[src/rtl/reaction_timer.sv]
// F1 start-lights reaction timer: times lights-out to button press in prescaled
// ticks, flags false starts and saturates at the counter maximum.
module reaction_timer #(
  parameter int CNT_W = 8,
  parameter int DIV_W = 16
) (
  input  logic             clk,
  input  logic             rst,
  input  logic [DIV_W-1:0] N,
  input  logic [7:0]       lights,
  input  logic             btn,
  output logic [CNT_W-1:0] react_time,
  output logic             valid,
  output logic             false_start,
  output logic             timeout,
  output logic             busy
);

  typedef enum logic [2:0] {
    S_IDLE   = 3'd0,
    S_ARMED  = 3'd1,
    S_TIMING = 3'd2,
    S_DONE   = 3'd3,
    S_FAULT  = 3'd4
  } state_t;

  state_t             r_state, w_state_nxt;
  logic               r_s1, r_s2, r_s3;
  logic               w_press, w_tick, w_cnt_max, w_lights_off, w_lights_full;
  logic [CNT_W-1:0]   r_count, w_count_nxt, r_react, w_react_nxt;
  logic [DIV_W-1:0]   r_presc, w_presc_nxt;
  logic               r_seen_full, w_seen_full_nxt;
  logic               r_valid, w_valid_nxt;
  logic               r_false_start, w_false_start_nxt;
  logic               r_timeout, w_timeout_nxt;
  logic               r_busy, w_busy_nxt;

  assign w_press       = r_s2 & ~r_s3;
  assign w_tick        = (r_presc == N);
  assign w_cnt_max     = (r_count == {CNT_W{1'b1}});
  assign w_lights_off  = (lights == 8'h00);
  assign w_lights_full = (lights == 8'hFF);

  // Button synchroniser plus edge-detect delay flop
  always_ff @(posedge clk) begin
    if (!rst) begin
      r_s1 <= 1'b0;
      r_s2 <= 1'b0;
      r_s3 <= 1'b0;
    end else begin
      r_s1 <= btn;
      r_s2 <= r_s1;
      r_s3 <= r_s2;
    end
  end

  // State register
  always_ff @(posedge clk) begin
    if (!rst) r_state <= S_IDLE;
    else      r_state <= w_state_nxt;
  end

  // Next-state logic; a press always outranks lights and tick events
  always_comb begin
    w_state_nxt = r_state;
    case (r_state)
      S_IDLE:   if (!w_lights_off) w_state_nxt = S_ARMED;
                else               w_state_nxt = S_IDLE;
      S_ARMED:  if (w_press)           w_state_nxt = S_FAULT;
                else if (w_lights_off) w_state_nxt = r_seen_full ? S_TIMING : S_IDLE;
                else                   w_state_nxt = S_ARMED;
      S_TIMING: if (w_press)                   w_state_nxt = S_DONE;
                else if (!w_lights_off)        w_state_nxt = S_ARMED;
                else if (w_tick && w_cnt_max)  w_state_nxt = S_DONE;
                else                           w_state_nxt = S_TIMING;
      S_DONE:   w_state_nxt = S_IDLE;
      S_FAULT:  if (w_lights_off) w_state_nxt = S_IDLE;
                else              w_state_nxt = S_FAULT;
      default:  w_state_nxt = S_IDLE;
    endcase
  end

  // Output and datapath next values
  always_comb begin
    w_count_nxt       = r_count;
    w_presc_nxt       = r_presc;
    w_react_nxt       = r_react;
    w_seen_full_nxt   = r_seen_full;
    w_valid_nxt       = 1'b0;
    w_false_start_nxt = r_false_start;
    w_timeout_nxt     = r_timeout;
    w_busy_nxt        = (w_state_nxt == S_ARMED) || (w_state_nxt == S_TIMING);
    case (r_state)
      S_IDLE: begin
        if (!w_lights_off) begin
          w_false_start_nxt = 1'b0;
          w_timeout_nxt     = 1'b0;
          w_seen_full_nxt   = 1'b0;
        end else begin
          w_seen_full_nxt   = r_seen_full;
        end
      end
      S_ARMED: begin
        if (w_press) begin
          w_false_start_nxt = 1'b1;
        end else if (w_lights_off) begin
          w_count_nxt = {CNT_W{1'b0}};
          w_presc_nxt = {DIV_W{1'b0}};
        end else if (w_lights_full) begin
          w_seen_full_nxt = 1'b1;
        end else begin
          w_seen_full_nxt = r_seen_full;
        end
      end
      S_TIMING: begin
        if (w_press) begin
          w_react_nxt   = r_count;
          w_valid_nxt   = 1'b1;
          w_timeout_nxt = 1'b0;
        end else if (!w_lights_off) begin
          w_seen_full_nxt = 1'b0;
        end else if (w_tick) begin
          w_presc_nxt = {DIV_W{1'b0}};
          if (w_cnt_max) begin
            w_react_nxt   = {CNT_W{1'b1}};
            w_timeout_nxt = 1'b1;
            w_valid_nxt   = 1'b1;
          end else begin
            w_count_nxt = r_count + CNT_W'(1);
          end
        end else begin
          w_presc_nxt = r_presc + DIV_W'(1);
        end
      end
      default: begin
        w_valid_nxt = 1'b0;
      end
    endcase
  end

  // Datapath and output registers
  always_ff @(posedge clk) begin
    if (!rst) begin
      r_count       <= {CNT_W{1'b0}};
      r_presc       <= {DIV_W{1'b0}};
      r_react       <= {CNT_W{1'b0}};
      r_seen_full   <= 1'b0;
      r_valid       <= 1'b0;
      r_false_start <= 1'b0;
      r_timeout     <= 1'b0;
      r_busy        <= 1'b0;
    end else begin
      r_count       <= w_count_nxt;
      r_presc       <= w_presc_nxt;
      r_react       <= w_react_nxt;
      r_seen_full   <= w_seen_full_nxt;
      r_valid       <= w_valid_nxt;
      r_false_start <= w_false_start_nxt;
      r_timeout     <= w_timeout_nxt;
      r_busy        <= w_busy_nxt;
    end
  end

  assign react_time  = r_react;
  assign valid       = r_valid;
  assign false_start = r_false_start;
  assign timeout     = r_timeout;
  assign busy        = r_busy;

endmodule

[config.mk]
export PLATFORM = sky130hd
export DESIGN_NAME = reaction_timer
export DESIGN_NICKNAME = d
export VERILOG_FILES = /design/src/rtl/reaction_timer.sv
export SDC_FILE = /design/constraint.sdc
export NUM_CORES = 1
export LEC_CHECK = 0
export BUFFER_PORTS_ARGS = -buffer_cell sky130_fd_sc_hd__buf_2
export CAP_MARGIN = 20
export CORE_ASPECT_RATIO = 2
export CORE_MARGIN = 1
export CORE_UTILIZATION = 50
export DETAILED_ROUTE_END_ITERATION = 6
export PLACE_DENSITY = 0.72
export SLEW_MARGIN = 20
export SYNTH_ARGS = -nofsm -noshare
export SYNTH_HDL_FRONTEND = slang
export SYNTH_SLANG_ARGS = --single-unit
[constraint.sdc]
create_clock -name clk -period 2.2 [get_ports clk]
set_input_delay 0.11 -clock clk [delete_from_list [all_inputs] [get_ports clk]]
set_output_delay 0.11 -clock clk [all_outputs]
set_load 0.005 [all_outputs]
==> flow_metrics.tcl <==
set metrics [dict create \
    routed_wl_um 5500 \
    required_ns 2.43 \
    hold_class "input pin to flip-flop" \
    grt_pass1_wl_um 9328 \
    path_delay_family "simple AND/OR/NAND/NOR gates" \
    yosysSeqAreaShare_pct 36.52 \
    startpoint "r_presc[9]" \
    path_class "flip-flop to flip-flop" \
    cts.sinks 43 \
    dp_hpwl_um 4266 \
    gr-total-overflow 0 \
    maxSlewViolCount 0 \
    setup_viol 0 \
    fin_crit_sh_pct 88.40 \
    yosysWarnings 0 \
    r2r-start "r_presc[9]" \
    wl_per_cell_um 15.19 \
    initial_utilization_pct 51.76 \
    port_buffers 38 \
    rows 35 \
    avgSynthCellArea_um2 8.929 \
    nFillCells 442 \
    start_kind "flip-flop" \
    synth_edf_count 0 \
    worst_slew_pin_slew_ns 0.4576 \
    slowest_delay_ns 0.56 \
    seq_area_um2 860.8 \
    ys_types 45 \
    crit_path_cell_trace "xor2_1 -> nor4_2 -> nand4_2 -> or4_1 -> a21boi_1" \
    synth_seq_cells 43 \
    critPathBufInv 0 \
    first_pass_iters 4 \
    power_leakage_nw 1.029 \
    reg2reg_depth 5 \
    min_period_ns 1.945 \
    arrival_ns 2.17 \
    finalHoldViolCount 0 \
    cts_tree "done" \
    io_pins 39 \
    viasPerCell 5.876 \
    multi_input_area_um2 1394 \
    end_kind "flip-flop" \
    holdBufCountCts 0 \
    nets 335 \
    fin_tns_setup_ns 0 \
    syn_inst 264 \
    clk_pin_slew_ns 0.08 \
    p_per_area_nw_per_um2 528.9 \
    yosysMostFrequentCell "dfxtp_1" \
    grt_antenna_before_repair 0 \
    relSlewSlack_pct 69.50 \
    n_antenna_cell 0 \
    r2r_end "r_count[4]" \
    coreArea_um2 4554 \
    die_w_um 50.55 \
    drc 0 \
    cp-endpoint "r_count[4]" \
    syn_area_um2 2357 \
    synth_ff_type "dfxtp_1" \
    r2r_setup_slack_ns 0.26 \
    grt_pass1_vias 2080 \
    synth_commonest_cells "43 x dfxtp_1, 24 x nor2_1, 21 x nand2_1" \
    cp.depth 5 \
    die-area_um2 5010 \
    cts-root-buf "clkbuf_8" \
    crit_fanout 8 \
    fmax_mhz 514.2 \
    clock_latency_ns 0.29 \
    die_h_um 99.10 \
    cts_inserted_buffers 5 \
    syn_to_final_growth_pct 16.03 \
    gr-usage-all-layers_pct 24.29 \
    cts_max_path_buffers 2 \
    cp_slowest_cell "or4_1" \
    synth_top_cell_area_share_pct 36.52 \
    grt_max_degree 20 \
    ctsHtreeMaxLevel 2 \
    ant_nets 0 \
    clock_skew_ns 0.005044 \
    synth_nets 293 \
    rsz0062_at_grt "false" \
    drt-initial-drc-count 46 \
    num_vias 2127 \
    gp_congestion 0.8633 \
    drive_gt1_share_pct 26.06 \
    synth_top_area_cell "dfxtp_1" \
    outcome "finished clean" \
    holdWs_ns 0.02507 \
    async_reset_ff_share_pct 0 \
    irDropWorstVdd_mv 0.4652 \
    maxCapViolations 0 \
    ys_top_cells_by_area "dfxtp_1 37%, xor2_1 6.7%, nor4_2 6.4%" \
]
layer usage:
metal	track usage (%)	part of all wire (%)	routed length, um	vias to the layer above
met5	0	0	0	-
met1	23.74	37	2008	1018
met2	47.69	56	3091	48
li1	-	-	-	1047
met4	12.18	3.6	200	0
met3	2.294	3.6	199	14
area by class of cell:
class,instances,area share (%)
Tap cell,55,2.516
Sequential cell,43,31.47
Multi-Input combinational cell,202,50.96
Clock buffer,8,3.660
Timing Repair Buffer,51,10.98
Inverter,3,0.4117
placed cells by master, fill, tap and decap left out, types with 6 or more instances in the layout:
master,netlist,final
buf_2,6,38
nor4_2,12,13
xor2_1,18,18
and4_1,6,6
nand2_1,21,21
nand4_1,9,9
xnor2_1,14,14
buf_4,2,12
nor2_1,24,24
a21oi_1,15,15
clkbuf_8,0,7
nand3_1,11,11
dfxtp_1,43,43
nor4_1,8,7
o221ai_1,8,8
how the worst min path moves through the flow:
stage	slack, ns	cells after the start	end	from
floorplan	0.24	1	r_s1	btn
global placement	0.32	2	r_s1	btn
detailed placement	0.33	2	r_s1	btn
CTS	0.02	2	r_s1	btn
global route	0.02	2	r_s1	btn
finish	0.03	2	r_s1	btn
stage by stage:
step | instances | cell area [um^2] | total power [mW] | setup slack [ns] | utilization [%]
6_report | 362 | 2735 | 1.447 | 0.2552 | 60.05
5_1_grt | 362 | 2735 | 1.515 | 0.07458 | 60.05
4_1_cts | 362 | 2729 | 1.467 | 0.05080 | 59.92
3_5_place_dp | 354 | 2629 | 0.9227 | 0.07133 | 57.72
3_3_place_gp | 354 | 2629 | 0.9210 | 0.1304 | 57.72
2_1_floorplan | 264 | 2357 | 0.8764 | 0.4073 | -
logic make-up after synthesis:
kind of cell / synth area share [%]
compound gates: 12.74
simple gates: 31.05
mux: 2.123
fa+ha+maj: 1.061
flops: 36.52
xor+xnor: 11.89
buf+inv: 4.618
state kept, by name, summed over array words and instances, names as in the netlist:
register     count
r_s2             1
timeout          1
busy             1
r_s3             1
false_start      1
react_time       8
valid            1
r_s1             1
r_state          3
r_seen_full      1
r_count          8
r_presc         16
report_power, final:
| group | total (mW) | internal [mW] | leakage (nW) | switching (mW) |
|---|---|---|---|---|
| clock network | 0.541 | 0.286 | 0.0515 | 0.255 |
| registers | 0.787 | 0.783 | 0.348 | 0.00366 |
| logic | 0.119 | 0.0513 | 0.630 | 0.0673 |
worst reg2reg max path, delay by kind of cell, from the launching register on:
family | cells | cell delay (ns)
AND/OR/NAND/NOR | 3 | 1.18
flip-flops | 1 | 0.38
XOR/XNOR | 1 | 0.19
AO/OA/AOI/OAI | 1 | 0.14
what timing repair did:
item | 4_1_cts | 5_1_grt
setup endpoints to repair | 0 | 3
buffers inserted | 0 | 0
resized for setup | 0 | 1
Power figures use the tool's default switching activity.
